$ cat config.mk
export PLATFORM = sky130hd
export DESIGN_NAME = cp0_multi
export DESIGN_NICKNAME = d
export VERILOG_FILES = /design/src/rtl/cp0_multi_pkg.sv /design/src/rtl/cp0_timer.sv /design/src/rtl/cp0_multi.sv
export SDC_FILE = /design/constraint.sdc
export NUM_CORES = 1
export LEC_CHECK = 0
export BUFFER_PORTS_ARGS = -buffer_cell sky130_fd_sc_hd__buf_2
export CAP_MARGIN = 5
export CORE_MARGIN = 3
export CORE_UTILIZATION = 38
export DETAILED_ROUTE_END_ITERATION = 10
export PLACE_DENSITY_LB_ADDON = 0.1
export SLEW_MARGIN = 30
export SYNTH_ARGS = -nofsm -noshare
export SYNTH_HDL_FRONTEND = slang
export SYNTH_HIERARCHICAL = 1
export SYNTH_SLANG_ARGS = --single-unit
$ cat constraint.sdc
create_clock -name clk -period 2.45 [get_ports clk]
set_clock_uncertainty 0.15 [all_clocks]
set_input_delay 0.245 -clock clk [delete_from_list [all_inputs] [get_ports clk]]
set_output_delay 0.245 -clock clk [all_outputs]
set_load 0.05 [all_outputs]
$ cat src/rtl/cp0_multi_pkg.sv
// cp0_multi shared definitions: register numbers, exception codes,
// SR/Cause bit positions and small helpers used by the CP0 top.
package cp0_multi_pkg;

   localparam logic [4:0] ADDR_BADVADDR = 5'd8;
   localparam logic [4:0] ADDR_COUNT    = 5'd9;
   localparam logic [4:0] ADDR_COMPARE  = 5'd11;
   localparam logic [4:0] ADDR_SR       = 5'd12;
   localparam logic [4:0] ADDR_CAUSE    = 5'd13;
   localparam logic [4:0] ADDR_EPC      = 5'd14;
   localparam logic [4:0] ADDR_PRID     = 5'd15;

   typedef enum logic [4:0] {
      EXC_INT  = 5'd0,
      EXC_ADEL = 5'd4,
      EXC_ADES = 5'd5,
      EXC_RI   = 5'd10,
      EXC_OV   = 5'd12
   } exc_code_e;

   localparam int SR_IE         = 0;
   localparam int SR_EXL        = 1;
   localparam int SR_IM_LSB     = 8;
   localparam int CAUSE_BD      = 31;
   localparam int CAUSE_IP_LSB  = 8;
   localparam int CAUSE_EXC_LSB = 2;

   // Return address: a faulting delay-slot instruction resumes at its branch.
   function automatic logic [31:0] epc_of(input logic bd, input logic [31:0] vpc);
      return bd ? (vpc - 32'd4) : vpc;
   endfunction

   // Only address errors carry a meaningful faulting address.
   function automatic logic is_addr_exc(input logic [4:0] code);
      return (code == 5'(EXC_ADEL)) || (code == 5'(EXC_ADES));
   endfunction

endpackage

$ cat src/rtl/cp0_timer.sv
// cp0_timer: prescaler, free-running Count, Compare and sticky timer_irq.
// The prescaler is a down-counter; Count advances on its terminal count.
module cp0_timer
   import cp0_multi_pkg::*;
#(
   parameter int TIMER_DIV = 1
) (
   input  logic        clk,
   input  logic        reset,
   input  logic        count_we,
   input  logic        compare_we,
   input  logic [31:0] wd,
   output logic [31:0] count,
   output logic [31:0] compare,
   output logic        timer_irq
);

   localparam int DIV_W = (TIMER_DIV > 1) ? $clog2(TIMER_DIV) : 1;
   localparam logic [DIV_W-1:0] DIV_RELOAD = DIV_W'(TIMER_DIV - 1);

   logic [DIV_W-1:0] div_cnt;
   logic             tick;
   logic [31:0]      count_inc;
   logic             hit;

   assign tick      = (div_cnt == '0);
   assign count_inc = count + 32'd1;
   // A Count write suppresses the increment, so it cannot produce a match.
   assign hit       = tick & ~count_we & (compare != 32'd0) & (count_inc == compare);

   // Prescaler: reloading on a Count write realigns the phase to a fresh period.
   always_ff @(posedge clk or negedge reset) begin
      if (!reset)                 div_cnt <= DIV_RELOAD;
      else if (count_we || tick)  div_cnt <= DIV_RELOAD;
      else                        div_cnt <= div_cnt - 1'b1;
   end

   // Count: write wins over increment; wraps naturally at 2^32.
   always_ff @(posedge clk or negedge reset) begin
      if (!reset)         count <= '0;
      else if (count_we)  count <= wd;
      else if (tick)      count <= count_inc;
   end

   // Compare register.
   always_ff @(posedge clk or negedge reset) begin
      if (!reset)           compare <= '0;
      else if (compare_we)  compare <= wd;
   end

   // Sticky pending flag; a Compare write clears it unless the new value also matches.
   always_ff @(posedge clk or negedge reset) begin
      if (!reset)           timer_irq <= 1'b0;
      else if (compare_we)  timer_irq <= hit & (wd == count_inc);
      else if (hit)         timer_irq <= 1'b1;
   end

endmodule

$ cat src/rtl/cp0_multi.sv
// cp0_multi: M-stage coprocessor 0 with parametrised interrupt lines,
// BadVAddr, PRId and an optional Count/Compare timer (CP0_TIMER_EN).
module cp0_multi
   import cp0_multi_pkg::*;
#(
   parameter int          NUM_HWINT = 6,
   parameter logic [31:0] PRID      = 32'h0000_2530,
   parameter int          TIMER_DIV = 1
) (
   input  logic                 clk,
   input  logic                 reset,
   input  logic                 WE,
   input  logic [4:0]           Address,
   input  logic [31:0]          WD,
   input  logic                 BD_in,
   input  logic [31:0]          VPC,
   input  logic [31:0]          VAddr_in,
   input  logic [4:0]           ExcCode_in,
   input  logic [NUM_HWINT-1:0] HWInt,
   input  logic                 EXLClr,
   output logic                 req,
   output logic [31:0]          EPC,
   output logic [31:0]          D_out,
   output logic                 timer_irq
);

   if (NUM_HWINT < 1 || NUM_HWINT > 8) begin : g_bad_hwint
      $error("cp0_multi: NUM_HWINT out of range");
   end
   if (TIMER_DIV < 1 || TIMER_DIV > 256) begin : g_bad_div
      $error("cp0_multi: TIMER_DIV out of range");
   end

   logic                 ie, exl, bd;
   logic [NUM_HWINT-1:0] im, ip, ip_eff;
   logic [4:0]           exc_code;
   logic [31:0]          epc_r, badvaddr;
   logic [31:0]          count_val, compare_val;
   logic [31:0]          sr_rd, cause_rd;
   logic                 ext_int, int_exc, wr_en;

`ifdef CP0_TIMER_EN
   logic count_we, compare_we;
   assign count_we   = wr_en & (Address == ADDR_COUNT);
   assign compare_we = wr_en & (Address == ADDR_COMPARE);

   cp0_timer #(.TIMER_DIV(TIMER_DIV)) u_timer (
      .clk        (clk),
      .reset      (reset),
      .count_we   (count_we),
      .compare_we (compare_we),
      .wd         (WD),
      .count      (count_val),
      .compare    (compare_val),
      .timer_irq  (timer_irq)
   );
`else
   assign count_val   = '0;
   assign compare_val = '0;
   assign timer_irq   = 1'b0;
`endif

   // Timer shares the top interrupt line with the external source.
   always_comb begin
      ip_eff                = HWInt;
      ip_eff[NUM_HWINT-1]   = HWInt[NUM_HWINT-1] | timer_irq;
   end

   assign ext_int = (|(ip_eff & im)) & ie & ~exl;
   assign int_exc = (ExcCode_in != 5'd0) & ~exl;
   assign req     = ext_int | int_exc;
   assign wr_en   = WE & ~EXLClr & ~req;
   assign EPC     = epc_r;

   // Architectural state; eret beats exception entry, which beats mtc0.
   always_ff @(posedge clk or negedge reset) begin
      if (!reset) begin
         ie       <= 1'b0;
         exl      <= 1'b0;
         im       <= '0;
         bd       <= 1'b0;
         ip       <= '0;
         exc_code <= '0;
         epc_r    <= '0;
         badvaddr <= '0;
      end else begin
         ip <= ip_eff;
         if (EXLClr) begin
            exl <= 1'b0;
         end else if (req) begin
            exl      <= 1'b1;
            bd       <= BD_in;
            epc_r    <= epc_of(BD_in, VPC);
            exc_code <= ext_int ? 5'(EXC_INT) : ExcCode_in;
            if (!ext_int && is_addr_exc(ExcCode_in)) badvaddr <= VAddr_in;
         end else if (WE) begin
            case (Address)
               ADDR_SR: begin
                  ie  <= WD[SR_IE];
                  exl <= WD[SR_EXL];
                  im  <= WD[SR_IM_LSB +: NUM_HWINT];
               end
               ADDR_EPC: epc_r <= WD;
               default: ;
            endcase
         end
      end
   end

   // Register images as seen by mfc0.
   always_comb begin
      sr_rd                            = '0;
      sr_rd[SR_IE]                     = ie;
      sr_rd[SR_EXL]                    = exl;
      sr_rd[SR_IM_LSB +: NUM_HWINT]    = im;
      cause_rd                         = '0;
      cause_rd[CAUSE_BD]               = bd;
      cause_rd[CAUSE_IP_LSB +: NUM_HWINT] = ip;
      cause_rd[CAUSE_EXC_LSB +: 5]     = exc_code;
   end

   // Read mux: pre-edge values, no bypass of a same-cycle write.
   always_comb begin
      D_out = '0;
      case (Address)
         ADDR_SR:       D_out = sr_rd;
         ADDR_CAUSE:    D_out = cause_rd;
         ADDR_EPC:      D_out = epc_r;
         ADDR_PRID:     D_out = PRID;
         ADDR_BADVADDR: D_out = badvaddr;
         ADDR_COUNT:    D_out = count_val;
         ADDR_COMPARE:  D_out = compare_val;
         default:       D_out = '0;
      endcase
   end

endmodule

# Word level (Yosys, flattened, before mapping)
# Index checks and enable logic that the tools add are counted.
dict set report word_totals {
  ff_bits 84
  out_inout_bits 66
}
dict set report classes {
  n_mux 10
  add_sub_neg 1
  bitwise_logic 8
  n_reduce_logical 14
  eq_ne 7
}
# op count
set ops {}
lappend ops {{$pmux W32 S5} 1}
lappend ops {{$mux W32} 4}
lappend ops {{$sub A32 B3 Y32 const B} 1}
lappend ops {{$eq A5 B4 Y1 const B} 5}
lappend ops {{$eq A5 B3 Y1 const B} 2}
lappend ops {{$and A6 B6 Y6} 1}
lappend ops {{$reduce_and A3 Y1} 2}
lappend ops {{$reduce_bool A3 Y1} 2}
lappend ops {{$reduce_or A6 Y1} 1}
lappend ops {{$mux W5} 1}
lappend ops {{$reduce_bool A5 Y1} 1}
lappend ops {{$mux W1} 4}
lappend ops {{$reduce_and A2 Y1} 2}
lappend ops {{$reduce_and A4 Y1} 1}
lappend ops {{$reduce_bool A2 Y1} 2}
lappend ops {{$and A1 B1 Y1} 3}
lappend ops {{$not A1 Y1} 3}
lappend ops {{$logic_and A1 B1 Y1} 1}
lappend ops {{$logic_not A1 Y1} 1}
lappend ops {{$logic_or A1 B1 Y1} 1}
lappend ops {{$or A1 B1 Y1} 1}

# Logic depth before layout (Yosys ltp)
dict set report logic_depth {
  word_depth 7
  ltp_mapped 8
}

# Worst setup path before layout
# No wires, ideal clock.
dict set report synth_timing {
  path_type {flip-flop to output port}
  from {reg epc_r[4] (netlist: EPC[4])}
  to {out D_out[4]}
  n_path_buf 0
  arrival_ps 1944
  path_stages_with_launch 3
  setup_slack_ps 111
  cell_sequence {dfrtp_1 nor2_1 o31ai_1}
}
dict set report synth_between {
  elab_chain_len 1
}
# item line
set synth_rtl {}
lappend synth_rtl {{from (decl)} cp0_multi.sv:37} ;# logic [31:0] epc_r, badvaddr;
lappend synth_rtl {{from (signal assigned)} cp0_multi.sv:93} ;# epc_r <= epc_of(BD_in, VPC);
lappend synth_rtl {{$pmux W32 S5} cp0_multi.sv:125} ;# case (Address)
lappend synth_rtl {{to (decl)} cp0_multi.sv:23} ;# output logic [31:0] D_out,
# Every way passes these cells.

# Worst setup path in the final report
dict set report layout_timing {
  from {in HWInt[0]}
  to {out req}
}
dict set report layout_between {
  elab_chain_len 5
}
# item line
set layout_rtl {}
lappend layout_rtl {{from (decl)} cp0_multi.sv:19} ;# input logic [NUM_HWINT-1:0] HWInt,
lappend layout_rtl {{$and A6 B6 Y6} cp0_multi.sv:69} ;# assign ext_int = (|(ip_eff & im)) & ie & ~exl;
lappend layout_rtl {{$reduce_or A6 Y1} cp0_multi.sv:69}
lappend layout_rtl {{$and A1 B1 Y1 (2 in series)} cp0_multi.sv:69}
lappend layout_rtl {{$or A1 B1 Y1} cp0_multi.sv:71} ;# assign req = ext_int | int_exc;
lappend layout_rtl {{to (decl)} cp0_multi.sv:21} ;# output logic req,
# Every way passes these cells.

==> summary.md <==
| Metric | Value |
|---|---|
| Tmin final | `2.36 ns` |
| Worst-Skew Late Latency | `0.33 ns` |
| Setup violations, final | `0` |
| Synthesis Warnings | `6` |
| Seq pwr share | `41.8%` |
| Synth Net Count | `549` |
| Area Overhead vs Synth | `44.9%` |
| Sequential share of the synthesized area | `a little under half` |
| Drt pass-1 iters | `7` |
| Placed inst area | `approximately 0.0056 mm2` |
| Status | `finished, final reports clean` |
| VDD IR max | `about 0.30 mV` |
| Initial Utilization | `between 40 and 50%` |
| Hold_sp | `VAddr_in[20]` |
| Yosys reg bits | `84` |
| Clk network pwr share | `between 30% and 40%` |
| Period utilization | `just under 100%` |
| Cell taking the most area after synthesis | `dfrtp_1` |
| Max Buffers Root-to-Sink | `2` |
| Peak Freq | `between 400 and 500 MHz` |
| RSZ-0062 raised after global routing | `true` |
| Switch Pwr | `1430 uW` |
| TritonCTS clock tree | `built` |
| Antenna diode count | `0` |
| Vias | `approximately 4400` |
| FF+latch area | `roughly 0.0021 mm2` |
| Power per Cell Area | `slightly below 700 mW/mm2` |
| DRC viols | `0` |
| Initial antenna violation count | `1` |
| Rel. slew slack | `54.7%` |
| Crit path launch | `HWInt[0]` |
| Unique masters post-synth | `around 50` |
| Routed vias/inst | `between 5 and 6` |
| Critical path's slowest cell | `dlygate4sd3_1` |
| Slew Viols, Final | `0` |
| Tightest Pin Transition | `slightly below 0.7 ns` |
| Worst Hold End | `badvaddr[20]` |
| GRT overflow | `0` |
| GRT Overall Usage | `22.5%` |
| CP Cell Sequence | `dlygate4sd3_1 -> buf_2 -> a22oi_1 -> a31oi_2 -> buf_4 -> o21bai_2 -> inv_1 -> buf_2` |
| Share of the synthesized area in the top cell type | `between 40% and 50%` |
| IO Port Bufs | `181` |
| Setup Buffers After CTS | `0` |
| P_leak | `between 0.003 and 0.004 uW` |
| Max-cap violations | `0` |
| Die area | `0.0130 mm2` |
| Async S/R FF share, synth | `100%` |
| Multi-input gate area | `~0.0023 mm2` |
| Combinational Power Share | `about a quarter` |
| Mapped Avg Cell Area | `~10 um2` |
| Mapped Area | `between 0.004 and 0.005 mm2` |
| # nets final | `about 780` |
| Worst setup SP type | `primary input` |
| Clk sink count | `84` |
| Worst Path Arrival | `between 1.5 and 2 ns` |
| R2R Setup Slk | `between 0.3 and 0.4 ns` |
| Top Ports | `approximately 180` |
| Num CTS Buffers | `9` |
| Worst flop-to-flop path endpoint | `im[4]` |
| Design area | `between 0.006 and 0.007 mm2` |
| Dominant cells by area after synthesis | `dfrtp_1 47%, mux2_2 10%, a22o_1 4.5%` |
| ANT nets after route | `0` |
| P_int | `roughly 3000 uW` |
| CP max stage delay | `0.54 ns` |
| Worst reg2reg path depth | `7` |
| Hold depth | `2` |
| Final wirelength | `roughly 15000 um` |
| Required time at the worst-slack endpoint | `2.06 ns` |
| Layout cells sized above 1 | `between 30 and 40%` |
| Htree depth | `3` |
| Clock-pin slew on the worst setup and hold paths | `about 0.070 ns` |
| Synth top cells by count | `84 x dfrtp_1, 52 x nand2_1, 40 x mux2_2, 23 x a22o_1, 22 x nand3_1` |
| Root buffer cell | `clkbuf_16` |
| Beginning of the worst register-to-register path | `im[0]` |
| Top-count cell post-synth | `dfrtp_1` |
| Crit path max fanout | `5` |
| Largest net degree at the start of global routing | `48` |
| Post-synth EDFFs | `0` |
| Sw Ratio | `32.6%` |
| First-pass GRT wire length | `22800 um` |
| Core region area | `approximately 0.011 mm2` |
| HPWL Detailed | `around 11000 um` |
| Number of global-route vias before repair | `~4300` |
| Main synth FF type | `dfrtp_1` |
| Die extent in y | `about 110 um` |
| Worst Hold Slack | `approximately 0.0077 ns` |
| Critical Path End Type | `output port` |
| Initial DRC Count | `~360` |
| Cells after synthesis | `~430` |
| GP Congestion | `between 0.9 and 1` |
| WS Path Type | `primary input to output port` |
| Min-delay worst type | `primary input to register` |
| Worst path most repeated cell | `buf_2` |
| Die W | `approximately 110 um` |
| Hold Vio Cnt, Final | `0` |
| Site row count | `38` |
| DR WL/cell | `~18 um` |
| Fillers | `just under 1000` |
[cell usage in the layout, fill, tap and decap left out, types with 15 or more instances in the layout]
master / Yosys / routed
mux2_2: 40 / 40
buf_4: 1 / 15
dfrtp_1: 84 / 84
nand3_1: 22 / 22
dlygate4sd3_1: 0 / 51
nor2_1: 18 / 17
buf_2: 5 / 180
a22o_1: 23 / 23
xor2_1: 18 / 18
nand2_1: 52 / 52
[critical path, delay by kind of cell]
| family | cells | cell delay, ns |
|---|---|---|
| buffers and inverters | 5 | 1.17 |
| AO/OA/AOI/OAI | 3 | 0.55 |
[layout make-up]
class                           instances  area share, %
Multi-Input combinational cell        313           35.1
Timing Repair Buffer                  248           24.2
Tap cell                              140           2.72
Inverter                                7          0.407
Clock inverter                          5           1.32
Sequential cell                        84           32.6
Clock buffer                           11           3.61
[timing repair]
action | 4_1_cts | 5_1_grt
endpoints found under the setup margin | 0 | 39
resized for setup | 0 | 4
hold buffers | 48 | 3
endpoints found under the hold margin | 84 | 3
[state kept, by name, indices dropped and copies added, names as in the netlist]
| signal | flops |
|---|---|
| ie | 1 |
| exc_code | 5 |
| im | 6 |
| badvaddr | 32 |
| bd | 1 |
| ip | 6 |
| EPC | 32 |
| exl | 1 |
[worst max-delay path by stage]
stage	endpoint	slack, ns
finish	req	0.09
CTS	req	0.08
global route	req	-0.003
global placement	EPC[25]	0.29
floorplan	D_out[4]	0.11
detailed placement	EPC[25]	0.28
[per-layer routing]
| layer | part of all wire [%] | wire [um] | GRT usage, % | vias up |
|---|---|---|---|---|
| met5 | 0.047 | 7 | 0 | - |
| met4 | 1.8 | 266 | 6.81 | 2 |
| met3 | 7.2 | 1070 | 4.23 | 20 |
| met2 | 45 | 6590 | 33.6 | 185 |
| met1 | 46 | 6860 | 33.1 | 2070 |
| li1 | - | - | - | 2077 |
[cell families (layout without fill, tap and decap cells)]
kind of cell | after synthesis | count (layout) | share of synthesized area [%]
DFF | 84 | 84 | 47.2
adders and majority gates | 1 | 1 | 0.281
and+or+nand+nor | 140 | 140 | 16.0
other | 1 | 1 | 0.0843
xor gates and xnor gates | 28 | 28 | 5.51
buffers and inverters | 34 | 271 | 3.09
AOI/OAI and AO/OA | 101 | 101 | 17.2
muxes | 42 | 42 | 10.6
[power by group through the flow]
| stage | clock network, uW | logic (uW) | registers [uW] |
|---|---|---|---|
| 2_1_floorplan | 0 | 400 | 2060 |
| 3_3_place_gp | 0 | 1020 | 1840 |
| 3_5_place_dp | 0 | 1040 | 1850 |
| 4_1_cts | 1470 | 1100 | 1820 |
| 5_1_grt | 1530 | 1180 | 1860 |
| 6_report | 1440 | 1100 | 1830 |
[through the flow]
stage / power [uW] / utilization (%) / setup WS, ns / std cells / setup TNS (ns)
after floorplan: 2460 / - / 0.111 / 431 / 0
after global placement: 2860 / 50.3 / 0.288 / 741 / 0
after detailed placement: 2880 / 50.3 / 0.284 / 741 / 0
after CTS: 4390 / 57.5 / 0.0814 / 805 / 0
after global routing: 4570 / 58.0 / -0.00333 / 808 / -0.00333
final: 4370 / 58.0 / 0.0857 / 808 / 0
No activity file was read; power rests on OpenSTA's default activity.
